===== src/rtl/muldiv_unit_pkg.sv =====
// ============================================================================
// Module      : muldiv_unit_pkg
// Description : Op codes and helpers shared by the multiply/divide unit.
//               MDU_* codes live in 8'h40..8'h45, a range the ALU_* codes
//               never use, so one 8-bit operation bus can serve both units.
// Revision    : 1.0 - initial release
// ============================================================================
`default_nettype none

package muldiv_unit_pkg;

    localparam logic [7:0] MDU_mult  = 8'h40;
    localparam logic [7:0] MDU_multu = 8'h41;
    localparam logic [7:0] MDU_div   = 8'h42;
    localparam logic [7:0] MDU_divu  = 8'h43;
    localparam logic [7:0] MDU_mthi  = 8'h44;
    localparam logic [7:0] MDU_mtlo  = 8'h45;

    localparam int unsigned C_WIDTH = 32;
    localparam int unsigned C_ITERS = 32;

    // True for the op codes that launch the iterative datapath.
    function automatic logic is_muldiv(input logic [7:0] op);
        return (op == MDU_mult) || (op == MDU_multu) ||
               (op == MDU_div)  || (op == MDU_divu);
    endfunction

    function automatic logic is_signed_op(input logic [7:0] op);
        return (op == MDU_mult) || (op == MDU_div);
    endfunction

    function automatic logic is_div_op(input logic [7:0] op);
        return (op == MDU_div) || (op == MDU_divu);
    endfunction

endpackage : muldiv_unit_pkg

`default_nettype wire


===== src/rtl/muldiv_unit.sv =====
// ============================================================================
// Module      : muldiv_unit
// Description : Multi-cycle radix-2 multiply/divide unit owning HI/LO.
//               MULT/MULTU: shift-add, LSB-first, 32 iterations.
//               DIV/DIVU  : restoring division, MSB-first, 32 iterations.
//               A FIX cycle applies sign correction and writes HI/LO.
// Ports       : clk       - clock, rising edge
//               rst       - asynchronous reset, active low
//               start     - issue strobe, sampled only in IDLE
//               operation - MDU_* op code
//               A, B      - rs / rt operands
//               hi, lo    - HI / LO registers
//               busy      - operation in flight (33 cycles)
//               done      - one-cycle pulse when a MULT/DIV result lands
// Revision    : 1.0 - initial release
// ============================================================================
`default_nettype none

module muldiv_unit
    import muldiv_unit_pkg::*;
(
    input  logic        clk,
    input  logic        rst,
    input  logic        start,
    input  logic [7:0]  operation,
    input  logic [31:0] A,
    input  logic [31:0] B,
    output logic [31:0] hi,
    output logic [31:0] lo,
    output logic        busy,
    output logic        done
);

    typedef enum logic [1:0] {
        ST_IDLE = 2'd0,
        ST_CALC = 2'd1,
        ST_FIX  = 2'd2
    } state_t;

    state_t      r_state;
    state_t      w_next_state;

    logic [5:0]  r_cnt;
    logic [63:0] r_acc;      // {upper/remainder, lower/quotient}
    logic [31:0] r_opnd;     // multiplicand magnitude or divisor magnitude
    logic [31:0] r_a_orig;   // untouched A, returned as HI on divide-by-zero
    logic [7:0]  r_op;
    logic        r_neg_a;
    logic        r_neg_b;
    logic        r_div0;
    logic [31:0] r_hi;
    logic [31:0] r_lo;
    logic        r_done;

    // ------------------------------------------------------------------
    // FSM
    // ------------------------------------------------------------------
    always_ff @(posedge clk or negedge rst) begin
        if (!rst) begin
            r_state <= ST_IDLE;
        end else begin
            r_state <= w_next_state;
        end
    end

    always_comb begin
        w_next_state = r_state;
        case (r_state)
            ST_IDLE: if (start && is_muldiv(operation)) w_next_state = ST_CALC;
            ST_CALC: if (r_cnt == 6'(C_ITERS - 1))       w_next_state = ST_FIX;
            ST_FIX:  w_next_state = ST_IDLE;
            default: w_next_state = ST_IDLE;
        endcase
    end

    // ------------------------------------------------------------------
    // Operand capture
    // ------------------------------------------------------------------
    logic        w_sgn;
    logic        w_neg_a;
    logic        w_neg_b;
    logic [31:0] w_mag_a;
    logic [31:0] w_mag_b;

    assign w_sgn   = is_signed_op(operation);
    assign w_neg_a = w_sgn & A[31];
    assign w_neg_b = w_sgn & B[31];
    assign w_mag_a = w_neg_a ? (~A + 32'd1) : A;
    assign w_mag_b = w_neg_b ? (~B + 32'd1) : B;

    // ------------------------------------------------------------------
    // One iteration step
    // ------------------------------------------------------------------
    // Multiply: add multiplicand into the upper half when the current
    // multiplier bit (acc[0]) is set, then shift the whole thing right.
    logic [32:0] w_add;
    logic [63:0] w_mul_next;

    assign w_add      = {1'b0, r_acc[63:32]} + {1'b0, r_opnd};
    assign w_mul_next = r_acc[0] ? {w_add, r_acc[31:1]}
                                 : {1'b0, r_acc[63:32], r_acc[31:1]};

    // Divide: shift left one, trial-subtract the divisor from the 33-bit
    // partial remainder. If the shifted remainder spilled into bit 32 it is
    // certainly >= divisor, so only the low 32 bits need the subtractor.
    logic [32:0] w_rem_sh;
    logic [32:0] w_sub;
    logic        w_ge;
    logic [63:0] w_div_next;

    assign w_rem_sh   = r_acc[63:31];
    assign w_sub      = {1'b0, w_rem_sh[31:0]} - {1'b0, r_opnd};
    assign w_ge       = w_rem_sh[32] | ~w_sub[32];
    assign w_div_next = w_ge ? {w_sub[31:0],     r_acc[30:0], 1'b1}
                             : {w_rem_sh[31:0],  r_acc[30:0], 1'b0};

    // ------------------------------------------------------------------
    // Sign fix-up
    // ------------------------------------------------------------------
    logic [63:0] w_prod_neg;
    logic [31:0] w_quo;
    logic [31:0] w_rem;
    logic [31:0] w_fix_hi;
    logic [31:0] w_fix_lo;

    assign w_prod_neg = ~r_acc + 64'd1;
    assign w_quo      = (r_neg_a ^ r_neg_b) ? (~r_acc[31:0]  + 32'd1) : r_acc[31:0];
    assign w_rem      = r_neg_a             ? (~r_acc[63:32] + 32'd1) : r_acc[63:32];

    always_comb begin
        w_fix_hi = r_acc[63:32];
        w_fix_lo = r_acc[31:0];
        if (is_div_op(r_op)) begin
            if (r_div0) begin
                w_fix_hi = r_a_orig;
                w_fix_lo = 32'hFFFF_FFFF;
            end else begin
                w_fix_hi = w_rem;
                w_fix_lo = w_quo;
            end
        end else if (r_neg_a ^ r_neg_b) begin
            // Sign flags can only differ for signed MULT.
            w_fix_hi = w_prod_neg[63:32];
            w_fix_lo = w_prod_neg[31:0];
        end
    end

    // ------------------------------------------------------------------
    // Datapath registers
    // ------------------------------------------------------------------
    always_ff @(posedge clk or negedge rst) begin
        if (!rst) begin
            r_cnt    <= 6'd0;
            r_acc    <= 64'd0;
            r_opnd   <= 32'd0;
            r_a_orig <= 32'd0;
            r_op     <= 8'd0;
            r_neg_a  <= 1'b0;
            r_neg_b  <= 1'b0;
            r_div0   <= 1'b0;
            r_hi     <= 32'd0;
            r_lo     <= 32'd0;
            r_done   <= 1'b0;
        end else begin
            r_done <= (r_state == ST_FIX);
            case (r_state)
                ST_IDLE: begin
                    if (start) begin
                        if (operation == MDU_mthi) begin
                            r_hi <= A;
                        end else if (operation == MDU_mtlo) begin
                            r_lo <= A;
                        end else if (is_muldiv(operation)) begin
                            r_op     <= operation;
                            r_neg_a  <= w_neg_a;
                            r_neg_b  <= w_neg_b;
                            r_a_orig <= A;
                            r_div0   <= (B == 32'd0);
                            r_cnt    <= 6'd0;
                            if (is_div_op(operation)) begin
                                r_acc  <= {32'd0, w_mag_a};
                                r_opnd <= w_mag_b;
                            end else begin
                                r_acc  <= {32'd0, w_mag_b};
                                r_opnd <= w_mag_a;
                            end
                        end
                    end
                end
                ST_CALC: begin
                    r_cnt <= r_cnt + 6'd1;
                    r_acc <= is_div_op(r_op) ? w_div_next : w_mul_next;
                end
                ST_FIX: begin
                    r_hi <= w_fix_hi;
                    r_lo <= w_fix_lo;
                end
                default: ;
            endcase
        end
    end

    assign hi   = r_hi;
    assign lo   = r_lo;
    assign busy = (r_state != ST_IDLE);
    assign done = r_done;

endmodule : muldiv_unit

`default_nettype wire


===== config.mk =====
export PLATFORM = sky130hd
export DESIGN_NAME = muldiv_unit
export DESIGN_NICKNAME = d
export VERILOG_FILES = /design/src/rtl/muldiv_unit_pkg.sv /design/src/rtl/muldiv_unit.sv
export SDC_FILE = /design/constraint.sdc
export NUM_CORES = 1
export LEC_CHECK = 0
export CORE_MARGIN = 3
export CORE_UTILIZATION = 45
export CTS_BUF_LIST = sky130_fd_sc_hd__clkbuf_8 sky130_fd_sc_hd__clkbuf_16
export DETAILED_ROUTE_END_ITERATION = 8
export PLACE_DENSITY = 0.71
export RECOVER_POWER = 100
export SETUP_SLACK_MARGIN = 0.15
export SYNTH_ARGS = -nofsm -noshare
export SYNTH_HDL_FRONTEND = slang
export SYNTH_SLANG_ARGS = --single-unit

===== constraint.sdc =====
create_clock -name clk -period 2.7 [get_ports clk]
set_input_delay 0.81 -clock clk [delete_from_list [all_inputs] [get_ports clk]]
set_output_delay 0.81 -clock clk [all_outputs]
set_load 0.05 [all_outputs]

# --- Yosys cells after proc, flatten, opt, wreduce, memory -nomap -nowiden ---
# Index checks and enable logic that the tools add are counted.
totals:
  ff_bits: 212
  input_bits: 75
  word_cells: 103
op_classes:
  n_addsub: 8
  n_eq_ne: 19
  muxes: 35
  bitwise_logic: 12
  n_reduce_logical: 17
op_table:
  columns: ["operator", "n"]
  rows:
  - ["$mux W32", 17]
  - ["$mux W64", 7]
  - ["$add A32 B1 Y32 const B", 4]
  - ["$not A32 Y32", 4]
  - ["$pmux W32 S2", 2]
  - ["$pmux W64 S2", 1]
  - ["$add A64 B1 Y64 const B", 1]
  - ["$eq A8 B7 Y1 const B", 8]
  - ["$not A64 Y64", 1]
  - ["$add A32 B32 Y33", 1]
  - ["$sub A32 B32 Y33", 1]
  - ["$logic_not A32 Y1", 1]
  - ["$mux W6", 4]
  - ["$ne A2 B2 Y1 const B", 8]
  - ["$pmux W6 S2", 1]
  - ["$reduce_and A5 Y1", 2]
  - ["$add A6 B1 Y6 const B", 1]
  - ["$eq A6 B5 Y1 const B", 1]
  - ["$logic_or A1 B1 Y1", 6]
  - ["$reduce_bool A2 Y1", 3]
  - ["$mux W2", 2]
  - ["$pmux W2 S2", 1]
  - ["$reduce_and A4 Y1", 1]
  - ["$not A1 Y1", 3]
  - ["other kinds (9)", 10]

# --- Logic depth before layout (Yosys ltp) ---
depth:
  word_depth: 10
  depth_mapped: 14
  mapped_depth_nobuf: 12

# --- Worst setup path after synthesis ---
# OpenSTA, ideal clock, no wires.
synth_timing:
  kind: "in2reg"
  startpoint: "in B[9]"
  endpoint: "reg r_opnd[30]"
  setup_time_ps: 137
  t_arrival_ps: 2995
  setup_slack_ps: -433
  path_stages: 8
  n_path_buf: 0
  path_cell_list: "nor4_2 -> nand4_2 -> or4_4 -> or3_4 -> or3_4 -> o41ai_4 -> xor2_1 -> o221ai_1"
synth_via:
  elab_chain_len: 4
synth_rtl:
  columns: ["element", "line_no", "rtl"]
  rows:
  - ["start, declared", "muldiv_unit.sv:27", "input logic [31:0] B,"]
  - ["$not A32 Y32", "muldiv_unit.sv:89", "assign w_mag_b = w_neg_b ? (~B + 32'd1) : B;"]
  - ["$add A32 B1 Y32", "muldiv_unit.sv:89", null]
  - ["$mux W32", "muldiv_unit.sv:89", null]
  - ["$mux W32", "muldiv_unit.sv:180", "if (is_div_op(operation)) begin"]
  - ["end signal, assigned", "muldiv_unit.sv:182", "r_opnd <= w_mag_b;"]
  - ["end signal, assigned", "muldiv_unit.sv:185", "r_opnd <= w_mag_a;"]
  - ["end, declared", "muldiv_unit.sv:45", "logic [31:0] r_opnd;"]
# Every way passes these cells.
# A chain may end at the register's enable or synchronous reset.

# --- Worst setup path after layout ---
layout_timing:
  startpoint: "reg r_acc[35]"
  endpoint: "reg r_acc[52]"
layout_via:
  elab_chain_len: 6
  word_cells_on_any_way: 8
  cone_classes: "add/sub: 2; mux: 4; bitwise: 2"
layout_rtl:
  columns: ["element", "line_no", "rtl"]
  rows:
  - ["start, declared", "muldiv_unit.sv:44", "logic [63:0] r_acc;"]
  - ["start signal, assigned", "muldiv_unit.sv:181", "r_acc <= {32'd0, w_mag_a};"]
  - ["start signal, assigned", "muldiv_unit.sv:184", "r_acc <= {32'd0, w_mag_b};"]
  - ["start signal, assigned", "muldiv_unit.sv:192", "r_acc <= is_div_op(r_op) ? w_div_next : w_mul_next;"]
  - ["$sub A32 B32 Y33", "muldiv_unit.sv:112", "assign w_sub = {1'b0, w_rem_sh[31:0]} - {1'b0, r_opnd};"]
  - ["$not A1 Y1", "muldiv_unit.sv:113", "assign w_ge = w_rem_sh[32] | ~w_sub[32];"]
  - ["$or A1 B1 Y1", "muldiv_unit.sv:113", null]
  - ["$mux W64", "muldiv_unit.sv:114", "assign w_div_next = w_ge ? {w_sub[31:0], r_acc[30:0], 1'b1}"]
  - ["$mux W64 (*)", "muldiv_unit.sv:192", null]
  - ["$pmux W64 S2 (*)", "muldiv_unit.sv:166", "case (r_state)"]
# Every way passes the cells marked *; elsewhere a longest branch is shown, timed or not.

==> impl_metrics.tcl <==
set metrics [dict create \
    path_buf_inv 7 \
    synth_top_area_cell "dfrtp_1" \
    clock-sinks 211 \
    worstMarginPinSlew_ns 2.57 \
    overflow 0 \
    maxCapViolCount 1 \
    synth_xor_area_frac 0.0852 \
    cp_max_fo 5 \
    fill_cells 3062 \
    wl_per_cell_um 24.2 \
    drive_gt1_frac 0.350 \
    cp_slowest_cell "dfrtp_2" \
    power_density_mw_per_mm2 1360 \
    violations "max-capacitance violations, max-slew violations, negative setup slack" \
    root_buffer "clkbuf_16" \
    rsz0062_at_grt "yes" \
    vias 22100 \
    synth_edf_count 0 \
    final_cell_mix "546 x buf_4, 469 x nand2_1, 205 x dfrtp_1" \
    grt_use_total 0.395 \
    boundaryPins 141 \
    die_w_um 205 \
    grt_pass1_wl_um 128000 \
    crit_chain "buf_6, ha_4, a21o_1, or3_4, o21ai_4, a31oi_1, buf_4, o2111ai_4, buf_6, buf_12, nand2_8, buf_4, buf_6, buf_6, a31oi_1, o211ai_1" \
    arrival_ns 3.51 \
    hold_viol 0 \
    yosys.cell_types.count 86 \
    port_buffers 140 \
    crit_family "buffers and inverters" \
    initial_core_util 0.458 \
    wl_met2_um 38400 \
    whs_ns 0.471 \
    synthAdderAreaFrac 0.0508 \
    yosys_warnings 0 \
    antenna_found_initial 1 \
    cts_buffers 26 \
    cpMostUsedCell "buf_6" \
    maxUsedRoutingLayer "met5" \
    slew_violations 40 \
    drt_wl_total_um 86300 \
    crit_type "reg2reg" \
    synth.ff_latch_count 211 \
    synth_fp_nets 2531 \
    wl_met3_um 8950 \
    drt_first_pass_iters 8 \
    fmax_mhz 325 \
    clk_path_buf_depth 3 \
    postSynthAreaPerCell_um2 7.46 \
    syn_area_mm2 0.0178 \
    drt-met1-wl_um 33400 \
    fin_cells 3573 \
    setup-violations-final 86 \
    cpPeakStageDelay_ns 0.46 \
    die_h_um 205 \
    synth_top_area_frac 0.297 \
    place_congestion 1.05 \
    ir_worst_vdd_uv 851 \
    antenna_left 0 \
    hold_buffers 0 \
    ys_seq_area_frac 0.297 \
    final_nets 3182 \
    status "finished with violations" \
    grt_max_degree 72 \
    min_period_over_period 1.14 \
    detail_route.vias_per_cell 6.19 \
    detailedPlacementHpwl_um 63000 \
    synth_flop_cell "dfrtp_1" \
    timing.final.ws_setup_ns -0.378 \
    hold_class "reg2reg" \
    synthToLayoutAreaGrowth_pct 55.2 \
    pre_cts_slack_ns -1.06 \
    cp-end-kind "flip-flop" \
    period_minus_slack_ns 3.08 \
    mostFrequentLayoutCell "buf_4" \
    rows 72 \
    die-area_mm2 0.0420 \
    synthMuxAreaShare 0.0190 \
    drtIter0Drc 2554 \
    synth.area.top_cells "dfrtp_1 30%, nand2_1 10%, o21ai_0 6.0%, a21oi_1 6.0%, xor2_1 5.1%" \
    startpoint_type "flip-flop" \
    fin_skew_ns 0.0348 \
    path_clk_slew_ns 0.07 \
    synth_top_family_by_area "compound AO/OA/AOI/OAI gates" \
    leakage_nw 12.2 \
    htreeDepth 1 \
    clk_latency_ns 0.58 \
    relSlewSlack -0.713 \
    yosys.area_share.simple 0.228 \
    fp.coreArea_mm2 0.0388 \
    grt_pass1_vias 21600 \
    syn_inst 2385 \
    drc_errors 0 \
    synth_compound_area_frac 0.269 \
    cp.required_ns 3.13 \
    dp.cells 3410 \
    cts_tree "yes" \
    synthArstFlopShare 1.00 \
]
[Yosys cell counts, drive strengths merged, types with 14 or more instances]
library cell / number
buf: 30
a31oi: 43
a21oi: 213
nor3: 44
a211oi: 18
xor2: 104
clkbuf: 155
a21o: 31
nor2: 136
or3: 27
o2111ai: 14
o41ai: 16
o22ai: 32
ha: 69
o31ai: 28
nor4: 19
nand2b: 23
nor2b: 17
nand3: 53
and2: 17
o21ai: 217
inv: 56
xnor2: 69
nand2: 492
dfrtp: 211
and3: 15
o211ai: 41
mux2i: 27
o21a: 16
[flip-flops by register name, indices dropped and copies added, names as in the netlist]
signal	count
r_acc	64
hi	32
lo	32
r_a_orig	32
r_opnd	32
r_op	7
r_cnt	6
r_state	2
done	1
r_div0	1
r_neg_a	1
r_neg_b	1
[timing repair]
item,4_1_cts,5_1_grt
cloned,7,2
setup endpoints to repair,206,190
pin swaps,179,128
resized for setup,436,176
buffers inserted,80,27
endpoints found under the hold margin,0,0
[tightest hold or removal path: stages (launching register included)]
cell	delay, ns
dfrtp_1	0.33
nand2_1	0.04
o21ai_0	0.06
[power breakdown]
part,total (mW),switching [mW],internal [mW]
registers,5.45,1.11,4.34
logic,28.4,15.3,13.0
clock network,3.79,1.53,2.27
[area by class of cell]
cell class	instances	area [um^2]	area share
diodes	1	2.50	0.0000906
clock buffers	31	719	0.0261
well taps	518	648	0.0235
repair buffers	807	6890	0.250
flip-flops and latches	211	5290	0.192
inverters	56	215	0.00779
clock inverters	15	184	0.00666
multi-input cells	1934	13700	0.495
[per-layer routing]
layer,vias to the layer above,global-route usage
li1,9825,-
met1,10600,0.505
met2,1336,0.614
met3,328,0.104
met4,2,0.202
met5,-,0
[through the flow]
step / area [um^2] / TNS, ns / utilization / total power [mW]
2_1_floorplan: 18500 / -6.03 / - / 18.9
3_3_place_gp: 24000 / -80.85 / 0.619 / 28.2
3_5_place_dp: 24000 / -88.98 / 0.619 / 28.6
4_1_cts: 26800 / -11.03 / 0.692 / 35.5
5_1_grt: 27600 / -39.28 / 0.711 / 39.6
6_report: 27600 / -17.64 / 0.711 / 37.6
[cells by family (layout without fill, tap and decap cells)]
| group | count (synthesis) | count (layout) |
|---|---|---|
| AND/OR/NAND/NOR | 892 | 893 |
| AO/OA/AOI/OAI | 764 | 764 |
| buffers and inverters | 241 | 909 |
| flip-flops | 211 | 211 |
| XOR/XNOR | 173 | 173 |
| adder cells (fa/ha/maj) | 71 | 71 |
| multiplexers | 33 | 33 |
| other | 0 | 1 |
[worst paths after layout]
path	startpoint	cells after the start	slack, ns	endpoint
worst max-delay path	r_acc[35]	16	-0.38	r_acc[52]
worst min-delay path	lo[13]	2	0.47	lo[13]
worst max register to register	r_acc[35]	16	-0.38	r_acc[52]
worst min register to register	lo[13]	2	0.47	lo[13]
max in group asynchronous	rst	2	0.18	r_acc[36]
min in group asynchronous	rst	1	1.05	r_opnd[22]
Note: power is estimated with default switching activity, not from simulation.
